### src/rtl/decode_queue_pkg.sv
// decode_queue_pkg: operator-group codes, instruction-field constants and the
// decoded-field record shared by the decode queue and the trace monitor.
package decode_queue_pkg;

    typedef enum logic [3:0] {
        GROUP_CRVMATH       = 4'd0,
        GROUP_RJMP          = 4'd1,
        GROUP_CRRMATH       = 4'd2,
        GROUP_CRSMATH       = 4'd3,
        GROUP_WRRMATH       = 4'd4,
        GROUP_WRRMATH_MEM   = 4'd5,
        GROUP_WRSMATH       = 4'd6,
        GROUP_WRSMATH_STACK = 4'd7,
        GROUP_SFLAG         = 4'd8,
        GROUP_UFLAG         = 4'd9,
        GROUP_SPECIAL       = 4'd10,
        GROUP_ILLEGAL       = 4'd15
    } group_e;

    // Operator nibble that turns a SPECIAL word into a two-word instruction.
    localparam logic [3:0] EXT_OPERATOR    = 4'hF;
    // Low five bits identifying the SPECIAL group.
    localparam logic [4:0] SPECIAL_PATTERN = 5'b11011;

    typedef struct packed {
        group_e      grp;
        logic [3:0]  opr;
        logic [2:0]  rgv;
        logic [2:0]  rg1;
        logic [2:0]  rg2;
        logic [7:0]  val;
        logic [9:0]  rel_addr;
        logic        illegal;
    } insn_fields_t;

endpackage

### src/rtl/decode_queue_if.sv
// decode_queue_if: fetch-side push handshake, flush, execute-side decoded
// instruction handshake and occupancy level.
//   master : fetch/execute side (drives flush, in_valid, in_word, out_ready)
//   slave  : the decode queue
interface decode_queue_if #(
    parameter int WORD_W = 16,
    parameter int DEPTH  = 4
);
    localparam int LVL_W = $clog2(DEPTH + 1);

    logic              flush;
    logic              in_valid;
    logic [WORD_W-1:0] in_word;
    logic              in_ready;
    logic              out_valid;
    logic              out_ready;
    logic [3:0]        out_group;
    logic [3:0]        out_operator;
    logic [2:0]        out_rgv;
    logic [2:0]        out_rg1;
    logic [2:0]        out_rg2;
    logic [7:0]        out_val;
    logic [9:0]        out_rel_addr;
    logic              out_has_imm;
    logic [WORD_W-1:0] out_imm;
    logic              out_illegal;
    logic [LVL_W-1:0]  level;

    modport master (
        output flush, in_valid, in_word, out_ready,
        input  in_ready, out_valid, out_group, out_operator, out_rgv, out_rg1,
               out_rg2, out_val, out_rel_addr, out_has_imm, out_imm,
               out_illegal, level
    );

    modport slave (
        input  flush, in_valid, in_word, out_ready,
        output in_ready, out_valid, out_group, out_operator, out_rgv, out_rg1,
               out_rg2, out_val, out_rel_addr, out_has_imm, out_imm,
               out_illegal, level
    );
endinterface

### src/rtl/decode_queue_insn_field_decode.sv
// insn_field_decode: purely combinational decode of one 16-bit instruction
// word into operator group, register/value fields, illegal flag and the
// "first word of an extended instruction" flag.
//   word   in   instruction word
//   fields out  decoded group and fields
//   is_ext out  word is the first half of a two-word instruction
module insn_field_decode
    import decode_queue_pkg::*;
#(
    parameter int EXT_ENABLE = 1
) (
    input  logic [15:0]  word,
    output insn_fields_t fields,
    output logic         is_ext
);

    always_comb begin
        fields          = '0;
        fields.grp      = GROUP_CRVMATH;
        fields.opr      = word[15:12];
        fields.rgv      = word[3:1];
        fields.rg1      = word[7:5];
        fields.rg2      = word[10:8];
        fields.val      = word[11:4];
        fields.rel_addr = {2'b00, word[7:0]};
        fields.illegal  = 1'b0;
        casez (word[4:0])
            5'b0????: fields.grp = GROUP_CRVMATH;
            5'b10???: fields.grp = GROUP_RJMP;
            5'b11100: fields.grp = GROUP_CRRMATH;
            5'b11110: fields.grp = GROUP_CRSMATH;
            5'b11101: begin
                // 1011 and 1111 are register forms despite the top bit set.
                if (word[15:12] == 4'b1011 || word[15:12] == 4'b1111)
                    fields.grp = GROUP_WRRMATH;
                else if (word[15])
                    fields.grp = GROUP_WRRMATH_MEM;
                else
                    fields.grp = GROUP_WRRMATH;
            end
            5'b11111: fields.grp = (word[15:13] == 3'b111) ? GROUP_WRSMATH_STACK
                                                            : GROUP_WRSMATH;
            5'b11000: fields.grp = GROUP_SFLAG;
            5'b11001: fields.grp = GROUP_UFLAG;
            SPECIAL_PATTERN: fields.grp = GROUP_SPECIAL;
            default: begin
                fields.grp     = GROUP_ILLEGAL;
                fields.illegal = 1'b1;
            end
        endcase
    end

    assign is_ext = (EXT_ENABLE != 0) && (word[4:0] == SPECIAL_PATTERN) &&
                    (word[15:12] == EXT_OPERATOR);

endmodule

### src/rtl/decode_queue.sv
// decode_queue: DEPTH-entry instruction-word queue between fetch and execute.
// The head entry is decoded combinationally; an extended head also presents
// the following entry as its immediate and is only offered once both words
// are queued, then consumed as a unit.
//   clk, reset : clock, asynchronous active-high reset
//   bus        : decode_queue_if slave (push side, flush, decoded output, level)
module decode_queue
    import decode_queue_pkg::*;
#(
    parameter int WORD_W     = 16,
    parameter int DEPTH      = 4,
    parameter int EXT_ENABLE = 1
) (
    input logic          clk,
    input logic          reset,
    decode_queue_if.slave bus
);

    localparam int PTR_W = $clog2(DEPTH);
    localparam int LVL_W = $clog2(DEPTH + 1);

    logic [WORD_W-1:0] mem_q [DEPTH];
    logic [WORD_W-1:0] mem_d [DEPTH];
    logic [PTR_W-1:0]  rd_ptr_q, rd_ptr_d;
    logic [PTR_W-1:0]  wr_ptr_q, wr_ptr_d;
    logic [LVL_W-1:0]  level_q, level_d;

    logic [WORD_W-1:0] head_word;
    logic [WORD_W-1:0] next_word;
    insn_fields_t      head_f;
    logic              head_ext;
    logic              in_ready;
    logic              out_valid;
    logic              push;
    logic              pop;

    // Pointer arithmetic wraps for free because DEPTH is a power of two.
    assign head_word = mem_q[rd_ptr_q];
    assign next_word = mem_q[rd_ptr_q + PTR_W'(1)];

    insn_field_decode #(.EXT_ENABLE(EXT_ENABLE)) u_head_decode (
        .word   (head_word[15:0]),
        .fields (head_f),
        .is_ext (head_ext)
    );

    assign in_ready  = (level_q != LVL_W'(DEPTH));
    assign out_valid = head_ext ? (level_q >= LVL_W'(2)) : (level_q != LVL_W'(0));
    assign push      = bus.in_valid && in_ready;
    assign pop       = out_valid && bus.out_ready;

    always_comb begin
        mem_d    = mem_q;
        rd_ptr_d = rd_ptr_q;
        wr_ptr_d = wr_ptr_q;
        level_d  = level_q;
        if (bus.flush) begin
            rd_ptr_d = '0;
            wr_ptr_d = '0;
            level_d  = '0;
        end else begin
            if (push) begin
                mem_d[wr_ptr_q] = bus.in_word;
                wr_ptr_d        = wr_ptr_q + PTR_W'(1);
            end
            if (pop)
                rd_ptr_d = rd_ptr_q + (head_ext ? PTR_W'(2) : PTR_W'(1));
            level_d = level_q + LVL_W'(push)
                    - (pop ? (head_ext ? LVL_W'(2) : LVL_W'(1)) : LVL_W'(0));
        end
    end

    always_ff @(posedge clk or posedge reset) begin
        if (reset) begin
            mem_q    <= '{default: '0};
            rd_ptr_q <= '0;
            wr_ptr_q <= '0;
            level_q  <= '0;
        end else begin
            mem_q    <= mem_d;
            rd_ptr_q <= rd_ptr_d;
            wr_ptr_q <= wr_ptr_d;
            level_q  <= level_d;
        end
    end

    assign bus.in_ready     = in_ready;
    assign bus.out_valid    = out_valid;
    assign bus.out_group    = head_f.grp;
    assign bus.out_operator = head_f.opr;
    assign bus.out_rgv      = head_f.rgv;
    assign bus.out_rg1      = head_f.rg1;
    assign bus.out_rg2      = head_f.rg2;
    assign bus.out_val      = head_f.val;
    assign bus.out_rel_addr = head_f.rel_addr;
    assign bus.out_has_imm  = head_ext;
    assign bus.out_imm      = head_ext ? next_word : '0;
    assign bus.out_illegal  = head_f.illegal;
    assign bus.level        = level_q;

endmodule

### src/flat_wrapper.sv
// flat-port wrapper written by rule: the top's interface ports become plain ports
module decode_queue_flat import decode_queue_pkg::*;
#(
    parameter int WORD_W     = 16,
    parameter int DEPTH      = 4,
    parameter int EXT_ENABLE = 1
)
  (clk, reset, bus_flush, bus_in_valid, bus_in_word, bus_out_ready, bus_in_ready, bus_out_valid, bus_out_group, bus_out_operator, bus_out_rgv, bus_out_rg1, bus_out_rg2, bus_out_val, bus_out_rel_addr, bus_out_has_imm, bus_out_imm, bus_out_illegal, bus_level);
  decode_queue_if #(.WORD_W(WORD_W), .DEPTH(DEPTH)) bus_i ();
  input logic clk;
  input logic reset;
  input wire logic [$bits(bus_i.flush)-1:0] bus_flush;
  input wire logic [$bits(bus_i.in_valid)-1:0] bus_in_valid;
  input wire logic [$bits(bus_i.in_word)-1:0] bus_in_word;
  input wire logic [$bits(bus_i.out_ready)-1:0] bus_out_ready;
  output wire logic [$bits(bus_i.in_ready)-1:0] bus_in_ready;
  output wire logic [$bits(bus_i.out_valid)-1:0] bus_out_valid;
  output wire logic [$bits(bus_i.out_group)-1:0] bus_out_group;
  output wire logic [$bits(bus_i.out_operator)-1:0] bus_out_operator;
  output wire logic [$bits(bus_i.out_rgv)-1:0] bus_out_rgv;
  output wire logic [$bits(bus_i.out_rg1)-1:0] bus_out_rg1;
  output wire logic [$bits(bus_i.out_rg2)-1:0] bus_out_rg2;
  output wire logic [$bits(bus_i.out_val)-1:0] bus_out_val;
  output wire logic [$bits(bus_i.out_rel_addr)-1:0] bus_out_rel_addr;
  output wire logic [$bits(bus_i.out_has_imm)-1:0] bus_out_has_imm;
  output wire logic [$bits(bus_i.out_imm)-1:0] bus_out_imm;
  output wire logic [$bits(bus_i.out_illegal)-1:0] bus_out_illegal;
  output wire logic [$bits(bus_i.level)-1:0] bus_level;
  assign bus_i.flush = bus_flush;
  assign bus_i.in_valid = bus_in_valid;
  assign bus_i.in_word = bus_in_word;
  assign bus_i.out_ready = bus_out_ready;
  assign bus_in_ready = bus_i.in_ready;
  assign bus_out_valid = bus_i.out_valid;
  assign bus_out_group = bus_i.out_group;
  assign bus_out_operator = bus_i.out_operator;
  assign bus_out_rgv = bus_i.out_rgv;
  assign bus_out_rg1 = bus_i.out_rg1;
  assign bus_out_rg2 = bus_i.out_rg2;
  assign bus_out_val = bus_i.out_val;
  assign bus_out_rel_addr = bus_i.out_rel_addr;
  assign bus_out_has_imm = bus_i.out_has_imm;
  assign bus_out_imm = bus_i.out_imm;
  assign bus_out_illegal = bus_i.out_illegal;
  assign bus_level = bus_i.level;
  decode_queue #(.WORD_W(WORD_W), .DEPTH(DEPTH), .EXT_ENABLE(EXT_ENABLE)) u_core (.clk(clk), .reset(reset), .bus(bus_i));
endmodule
### config.mk
export PLATFORM = sky130hd
export DESIGN_NAME = decode_queue_flat
export DESIGN_NICKNAME = d
export VERILOG_FILES = /design/src/rtl/decode_queue_pkg.sv /design/src/rtl/decode_queue_if.sv /design/src/rtl/decode_queue_insn_field_decode.sv /design/src/rtl/decode_queue.sv /design/src/flat_wrapper.sv
export SDC_FILE = /design/constraint.sdc
export NUM_CORES = 1
export LEC_CHECK = 0
export BUFFER_PORTS_ARGS = -buffer_cell sky130_fd_sc_hd__buf_4
export CAP_MARGIN = 5
export CORE_MARGIN = 2
export CORE_UTILIZATION = 50
export CTS_CLUSTER_DIAMETER = 40
export DETAILED_ROUTE_END_ITERATION = 8
export MAX_ROUTING_LAYER = met4
export PLACE_DENSITY = 0.76
export SYNTH_ARGS = -nofsm -noshare
export SYNTH_HDL_FRONTEND = slang
export SYNTH_SLANG_ARGS = --single-unit
export TNS_END_PERCENT = 100
### constraint.sdc
create_clock -name clk -period 3.5 [get_ports clk]
set_input_delay 0.35 -clock clk [delete_from_list [all_inputs] [get_ports clk]]
set_output_delay 0.35 -clock clk [all_outputs]
set_load 0.1 [all_outputs]
## Word-level counts from Yosys, hierarchy flattened

Cells that the tools add are included.

| word-level totals | value |
|---|---|
| flip-flop bits (word level) | 71 |
| input bits | 21 |
| output and inout port bits | 58 |
| word-level logic and storage cells | 68 |

| operators by class | value |
|---|---|
| add/sub/neg operators | 5 |
| order comparisons | 5 |
| equal/unequal tests | 12 |
| multiplexer cells | 24 |
| bitwise logic cells | 5 |
| reduce and logical (&&, ||, !) cells | 10 |

Operators with widths:

| operator | number |
|---|---|
| $mux W16 | 6 |
| $bmux W16 S2 | 2 |
| $bwmux W64 | 1 |
| $pmux W4 S9 | 1 |
| $eq A5 B5 Y1 const B | 7 |
| $demux W16 S2 | 1 |
| $mux W2 | 6 |
| $ge A3 B3 Y1 const B | 3 |
| $not A2 Y3 | 3 |
| $reduce_or A9 Y1 | 1 |
| $eq A4 B4 Y1 const B | 2 |
| $mux W3 | 2 |
| $mux W1 | 5 |
| $add A2 B1 Y2 const B | 2 |
| $logic_and A1 B1 Y1 | 4 |
| $reduce_bool A2 Y1 | 2 |
| $add A3 B1 Y3 | 1 |
| $eq A3 B3 Y1 const B | 1 |
| $ge A3 B2 Y1 const B | 1 |
| $lt A3 B1 Y1 const B | 1 |
| $ne A3 B3 Y1 const B | 1 |
| $reduce_bool A3 Y1 | 1 |
| $sub A3 B3 Y3 | 1 |
| $add A2 B2 Y2 | 1 |
| 4 further kinds | 5 |

## Depth between registers and ports, before layout

Gate-level depths: netlist of run 1.

| logic depth | value |
|---|---|
| word-level depth | 11 |
| depth in mapped cells | 14 |
| depth with buffers taken out | 11 |

## By module

Synthesis of run 1 repeated with hierarchy kept, for this count alone.

| second synthesis, totals | value |
|---|---|
| cell total of the unflattened synthesis | 295 |
| area, all modules | 4334.2 µm² |

Modules (own cells, without submodules):

| module | times used | cells an instance | area each (µm²) | seq. area each (µm²) |
|---|---|---|---|---|
| decode_queue | 1 | 242 | 3988.8 | 1776.7 |
| insn_field_decode | 1 | 53 | 345.3 | 0.0 |

## Worst setup path after synthesis of run 1

OpenSTA, ideal clock, no wires.

| timing | value |
|---|---|
| path kind | reg2out |
| start | reg u_core.rd_ptr_q[0] |
| end | out bus_out_imm[0] |
| data arrival time | 3.659 ns |
| data required time | 3.150 ns |
| path slack | -0.509 ns |
| cell stages (with the launch flop) | 7 |
| buffers on the path | 2 |
| cell sequence | dfrtp_1 > buf_6 > mux4_2 > nand3b_4 > or4_4 > clkbuf_1 > nor2b_1 |

| on the way | value |
|---|---|
| word-level cells in the longest chain between the ends | 7 |
| elaborated cells between the ends (all ways) | 13 |
| those cells by class | 1 x add/sub; 2 x eq/ne; 7 x mux; 2 x bitwise; 1 x reduce/logical |

Ends and longest elaborated chain:

| item | line | text |
|---|---|---|
| start, declared | decode_queue.sv:24 | `logic [PTR_W-1:0] rd_ptr_q, rd_ptr_d;` |
| start signal, assigned | decode_queue.sv:81 | `rd_ptr_q <= rd_ptr_d;` |
| $not A2 Y3 (implied by the code) | decode_queue.sv:38 | `assign head_word = mem_q[rd_ptr_q];` |
| $bmux W16 S2 | decode_queue.sv:38 |  |
| $mux W16 (implied by the code) (2 in a row) | decode_queue.sv:38 |  |
| via bus_out_rel_addr[2] | flat_wrapper.sv:24 | `output wire logic [$bits(bus_i.out_rel_addr)-1:0] bus_out_rel_addr;` |
| $eq A5 B5 Y1 | decode_queue_insn_field_decode.sv:53 | `assign is_ext = (EXT_ENABLE != 0) && (word[4:0] == SPECIAL_PATTERN) &&` |
| $logic_and A1 B1 Y1 | decode_queue_insn_field_decode.sv:53 |  |
| $mux W16 | decode_queue.sv:97 | `assign bus.out_imm = head_ext ? next_word : '0;` |
| end, declared | flat_wrapper.sv:26 | `output wire logic [$bits(bus_i.out_imm)-1:0] bus_out_imm;` |

The timed path passes the listed nets, and every way through them passes these cells. The select of a mux whose other input is x is not followed.

## Worst setup path in the final report of run 1

| timing | value |
|---|---|
| start | reg u_core.rd_ptr_q[0] |
| end | out bus_out_imm[7] |

| on the way | value |
|---|---|
| word-level cells in the longest chain between the ends | 7 |
| elaborated cells between the ends (all ways) | 13 |
| those cells by class | 1 x add/sub; 2 x eq/ne; 7 x mux; 2 x bitwise; 1 x reduce/logical |

Ends and longest elaborated chain:

| item | line |
|---|---|
| $not A2 Y3 (implied by the code) | decode_queue.sv:38 |
| $bmux W16 S2 | decode_queue.sv:38 |
| $mux W16 (implied by the code) (2 in a row) | decode_queue.sv:38 |
| $eq A5 B5 Y1 / $eq A4 B4 Y1 (equally long branches) | decode_queue_insn_field_decode.sv:53, decode_queue_insn_field_decode.sv:54 |
| $logic_and A1 B1 Y1 | decode_queue_insn_field_decode.sv:53 |
| $mux W16 * | decode_queue.sv:97 |

Mark *: on every way between the ends. The rest lies on a longest branch, timed or not. The select of a mux whose other input is x is not followed.

==> results of run 1 <==
cell type report:
type | instances | area, um^2 | share of cell area, %
multi-input cells | 175 | 1990 | 41.8
flip-flops and latches | 71 | 1780 | 37.3
clock inverters | 5 | 57.6 | 1.21
repair buffers | 83 | 623 | 13.1
well taps | 102 | 128 | 2.68
clock buffers | 11 | 141 | 2.97
inverters | 12 | 45.0 | 0.945
state kept, by name, indices dropped and copies added, names as in the netlist:
signal / flops
u_core.bus.level: 3
u_core.mem_q: 64
u_core.rd_ptr_q: 2
u_core.wr_ptr_q: 2
per-layer routing:
metal / up-vias / routed length (um) / track usage [%] / part of all wire, %
met3: 11 / 375 / 3.55 / 4.5
met2: 70 / 4060 / 32.8 / 49
li1: 1165 / - / - / -
met5: - / 0 / - / 0
met1: 1350 / 3760 / 28.5 / 45
met4: 0 / 115 / 7.11 / 1.4
worst paths after layout:
kind / endpoint
setup / recovery: bus_out_imm[7]
hold / removal: u_core.mem_q[56]$_DFFE_PP0P_
setup reg to reg: u_core.bus.level[2]$_DFF_PP0_
hold reg to reg: u_core.mem_q[7]$_DFFE_PP0P_
max in group asynchronous: u_core.mem_q[28]$_DFFE_PP0P_
min in group clk: u_core.bus.level[1]$_DFF_PP0_
logic make-up after synthesis:
logic type | count (synthesis)
DFF | 71
buffers and inverters | 42
xor gates and xnor gates | 3
and+or+nand+nor | 50
muxes | 98
AOI/OAI and AO/OA | 13
adders and majority gates | 9
other | 1
Yosys cell counts (2+ instances only):
cell type	number	area (um^2)
xnor2_1	2	17.5
dfrtp_1	71	1780
o31a_1	2	17.5
inv_1	12	45.0
mux2_2	64	721
buf_4	17	128
o31ai_1	2	15.0
o311a_1	2	20.0
nand2_1	14	52.6
a21oi_1	3	15.0
mux4_2	32	721
nor2_1	8	30.0
buf_2	5	25.0
nor2b_1	18	113
or3_1	2	12.5
clkbuf_1	6	22.5
nand2b_1	2	12.5
ha_1	8	100
per-stage QoR:
stage          area, um^2  util, %
6_report             4770     61.7
5_1_grt              4770     61.7
4_1_cts              4770     61.7
3_5_place_dp         4570     59.1
3_3_place_gp         4570     59.1
2_1_floorplan        4010        -
worst register-to-register path, cell delays in order, from the launching register on:
cell      delay (ns)
dfrtp_2         0.55
mux4_2          0.64
nand3b_4        0.21
or4_4           0.44
or2_1           0.24
ha_1            0.27
inv_1           0.05
fa_1            0.42
xnor2_1         0.16
nor2_1          0.05
==> out/metrics.cfg, run 1 <==
[synth]
synthXorXnorAreaFrac_pct = 0.657
synthCells = 287
synth_cell_types = 35
synth_area_mm2 = 0.00400
synthMuxAreaShare_pct = 36.6
synth.yosys.warnings = 0
yosys.area_share.adder_pct = 3.00
synth_top_family_by_area = multiplexers
synthFlopType = dfrtp_1
avgSynthCellArea_um2 = 13.9
synth_compound_area_share_pct = 2.41
synth_seq_area_share_pct = 44.4
yosys.area_share.simple_pct = 6.98
async_reset_ff_share_pct = 100
synth_edf_count = 0
ys_ff_latch = 71

[clocking]
clock_path_buffers = 2
root_buffer = clkbuf_8
cts_made_buffers = 9
cts_tree = built
clock_latency_ns = 0.34
postCtsSetupBuffers = 0
holdBufCountCts = 0
path_clk_slew_ns = 0.08
htree_levels = 3
cts_resized = 0
clkSinkCount = 71

[critical_path]
end_kind = output pin
cp.depth = 6
path_cells = mux4_2 > nand3b_4 > or4_4 > buf_4 > nor2b_1 > buf_4
cpMaxStageDelayCell = mux4_2
cp.arrival_ns = 2.90
crit_fanout = 19
cp-startpoint = u_core.rd_ptr_q[0]$_DFFE_PP0P_
crit_buf_inv = 2
critical_path_required_ns = 3.15
slowest_delay_ns = 0.64
rrSetupSlack_ns = 0.36
cp_top_family = simple AND/OR/NAND/NOR gates
cpMostUsedCell = buf_4
cp-start-kind = flip-flop
r2r_cells = 9
r2r_start = u_core.rd_ptr_q[0]$_DFFE_PP0P_
critical_path_class = flip-flop to output pin

[timing]
rsz0062_at_grt = false
setup_viol = 0
final.setup_skew_ns = 0.0120
fmax_mhz = 307
fin_ws_ns = 0.245
worst_pin_slew_ns = 0.905
fin_setup_tns_ns = 0
min_period_ns = 3.25
final_hold_viol_count = 0
slew_violations = 0
worst_hold_slack_ns = 0.157
fin_crit_sh_pct = 93.0
relSlewSlack_pct = 39.5

[drt]
vias = 2596
drc = 0
drtIter0Drc = 108
first_pass_iters = 5
drt_wl_total_mm = 8.32
routedWlPerCell_um = 18.1
ant_nets = 0
vias_per_cell = 5.66

[final_layout]
final_common_cell = buf_4
n_antenna_cell = 0
final_cell_mix = buf_4 (83), dfrtp_1 (69), mux2_2 (64)
final_layout_size_suffix_gt1_share_pct = 56.0
fin_cells = 459
fill_cells = 594
syn_to_final_growth_pct = 19.1
nNetsFinal = 382

[place]
portBuffers = 76
pre_cts_ws_ns = 0.349
placed_cells = 443
dp_hpwl_mm = 6.00
gp_congestion = 0.864

[global_route]
grt_pass1_wl_mm = 13.5
grt_overflow = 0
grt_pass1_vias = 2654
grt_usage_pct = 21.1
grt_max_degree = 40
antenna_found_initial = 0

[floorplan]
die_x_um = 93.4
placement_rows = 32
core-area_mm2 = 0.00773
die_h_um = 93.4
io_pins = 79
start_util_pct = 51.8
dieArea_mm2 = 0.00873

[job]
cap_violations = 0

[hold_path]
min_path_type = primary input to asynchronous set/reset pin

[status]
status = finished, final reports clean

Power of run 1 is not shown: default switching activity piles up to over one toggle a cycle in this logic, so the estimate is an artifact.
==> run 2: changes to the inputs <==
--- a/config.mk
+++ b/config.mk
@@ -12,7 +12,8 @@
 export CTS_CLUSTER_DIAMETER = 40
 export DETAILED_ROUTE_END_ITERATION = 8
 export MAX_ROUTING_LAYER = met4
-export PLACE_DENSITY = 0.76
+export PLACE_DENSITY = 0.73
+export SKIP_CTS_REPAIR_TIMING = 1
 export SYNTH_ARGS = -nofsm -noshare
 export SYNTH_HDL_FRONTEND = slang
 export SYNTH_SLANG_ARGS = --single-unit
==> constraint.sdc (replaced) <==
create_clock -name clk -period 4.2 [get_ports clk]
set_input_delay 0.42 -clock clk [delete_from_list [all_inputs] [get_ports clk]]
set_output_delay 0.42 -clock clk [all_outputs]
set_load 0.1 [all_outputs]
==> run 2 against run 1 <==
  * Flip-flop and latch count unchanged
  * Routed wire length decreased by 4.6%
  * Clock skew decreased by 0.0013 ns
  * Critical path type is now flip-flop to flip-flop
  * Cell count decreased by 0.65%
  * Worst hold slack improved by 0.12 ns
  * Via count decreased by 0.96%
  * First-iteration DRC count increased by 4.6%
  * Register-to-register slack improved by 0.27 ns
==> out/metrics.cfg, run 2 (synthesized netlist as in run 1, its figures left out) <==
[critical_path]
cp.depth = 11  ; +5
slowest_delay_ns = 0.77  ; +0.13 ns
r2r_end = u_core.bus.level[2]$_DFF_PP0_
r2r_cells = 11  ; +2
critical_path_class = flip-flop to flip-flop
rrSetupSlack_ns = 0.63  ; +0.27 ns
crit_fanout = 24  ; +5
setup.worst_path.end = u_core.bus.level[2]$_DFF_PP0_
cp-startpoint = u_core.rd_ptr_q[1]$_DFFE_PP0P_
path_cells = mux4_2 > nand3b_4 > or4_4 > o311a_1 > ha_1 > inv_1 > ha_1 > inv_1 > fa_1 > xnor2_1 > nor2_1
critical_path_required_ns = 4.43  ; +1.28 ns
cp.arrival_ns = 3.79  ; +0.89 ns
crit_buf_inv = 2  ; unchanged
end_kind = flip-flop
cp-start-kind = flip-flop
cp_top_family = simple AND/OR/NAND/NOR gates
r2r_start = u_core.rd_ptr_q[1]$_DFFE_PP0P_
cpMaxStageDelayCell = dfrtp_2

[drt]
drtIter0Drc = 113  ; +4.6%
vias_per_cell = 5.64  ; -0.31%
vias = 2571  ; -0.96%
drt_wl_total_mm = 7.94  ; -4.6%
routedWlPerCell_um = 17.4  ; -3.9%
first_pass_iters = 4  ; -1
ant_nets = 0  ; unchanged
drc = 0  ; unchanged

[floorplan]
start_util_pct = 51.8  ; unchanged
core-area_mm2 = 0.00773  ; unchanged
die_h_um = 93.4  ; unchanged
placement_rows = 32  ; unchanged
dieArea_mm2 = 0.00873  ; unchanged
io_pins = 79  ; unchanged
die_x_um = 93.4  ; unchanged

[final_layout]
fill_cells = 640  ; +7.7%
design_area_mm2 = 0.00472  ; -0.97%
n_antenna_cell = 0  ; unchanged
final_cell_mix = buf_4 (80), dfrtp_1 (69), mux2_2 (64)
largest_reg_flops = 64  ; unchanged
largest-register = u_core.mem_q
final_common_cell = buf_4
syn_to_final_growth_pct = 18.0
final_layout_size_suffix_gt1_share_pct = 55.6  ; -0.37 points
nNetsFinal = 379  ; -0.79%

[status]
status = finished, final reports clean

[place]
gp_congestion = 0.718  ; -17%
portBuffers = 76  ; unchanged
place_area_mm2 = 0.00454  ; -0.49%
pre_cts_ws_ns = 0.603  ; +0.254 ns
dp_hpwl_mm = 5.42  ; -9.7%

[timing]
rsz0062_at_grt = false
min_period_ns = 3.57
relSlewSlack_pct = 39.9  ; +0.36 points
worst_hold_slack_ns = 0.273  ; +0.115 ns
slew_violations = 0  ; unchanged
fin_ws_ns = 0.634  ; +0.389 ns
final.setup_skew_ns = 0.0106  ; -0.00133 ns
fin_crit_sh_pct = 84.9
worst_pin_slew_ns = 0.900  ; -0.00541 ns
fin_setup_tns_ns = 0  ; unchanged
fmax_mhz = 280
setup_viol = 0  ; unchanged
final_hold_viol_count = 0  ; unchanged

[clocking]
root_buffer = clkbuf_8
htree_levels = 3  ; unchanged
cts_made_buffers = 9  ; unchanged
cts_tree = built
clkSinkCount = 71  ; unchanged
clock_path_buffers = 2  ; unchanged
path_clk_slew_ns = 0.08  ; about the same
clock_latency_ns = 0.34  ; about the same

[global_route]
grt_pass1_vias = 2530  ; -4.7%
grt_pass1_wl_mm = 13.1  ; -3.2%
grt_max_degree = 42  ; +5.0%
grt_usage_pct = 20.2  ; -0.93 points
grt_overflow = 0  ; unchanged
antenna_found_initial = 0  ; unchanged

[hold_path]
min_path_type = primary input to asynchronous set/reset pin

[job]
cap_violations = 0  ; unchanged

[run 2: final cells by class]
cell class | instances | area, um^2 | share of cell area, %
clock buffer | 12 | 155 | 3.29
clock inverter | 4 | 20.0 | 0.424
inverter | 12 | 45.0 | 0.954
multi-input combinational | 175 | 1990 | 42.2
sequential | 71 | 1780 | 37.7
tap | 102 | 128 | 2.70
timing repair buffer | 80 | 601 | 12.7
[run 2: how the worst min path moves through the flow]
stage	from	endpoint	slack [ns]	depth (start not counted)
floorplan	u_core.mem_q[16]$_DFFE_PP0P_	u_core.mem_q[16]$_DFFE_PP0P_	0.49	1
global placement	u_core.mem_q[5]$_DFFE_PP0P_	u_core.mem_q[5]$_DFFE_PP0P_	0.50	1
detailed placement	u_core.mem_q[47]$_DFFE_PP0P_	u_core.mem_q[47]$_DFFE_PP0P_	0.51	1
CTS	reset	u_core.mem_q[21]$_DFFE_PP0P_	0.28	2
global route	bus_flush	u_core.bus.level[2]$_DFF_PP0_	0.31	2
finish	reset	u_core.mem_q[5]$_DFFE_PP0P_	0.27	2
[run 2: routing by layer]
metal	global-route usage, %	share of wire, %
met1	27.7	44
met2	31.2	49
met3	4.11	5.6
met4	5.15	0.93
met5	-	0
[run 2: worst reg2reg max path, cell delays in order, from the launching register on]
cell and delay [ns]:
dfrtp_2 0.77, mux4_2 0.50, nand3b_4 0.22, or4_4 0.69, o311a_1 0.18, ha_1 0.28, inv_1 0.06, ha_1 0.13
inv_1 0.04, fa_1 0.37, xnor2_1 0.17, nor2_1 0.05
[run 2: through the flow]
| step | util [%] | cells |
|---|---|---|
| floorplan | - | 288 |
| global placement | 58.8 | 440 |
| detailed placement | 58.8 | 440 |
| CTS | 61.1 | 456 |
| global route | 61.1 | 456 |
| finish | 61.1 | 456 |
Power of run 2 is left out for the same reason.
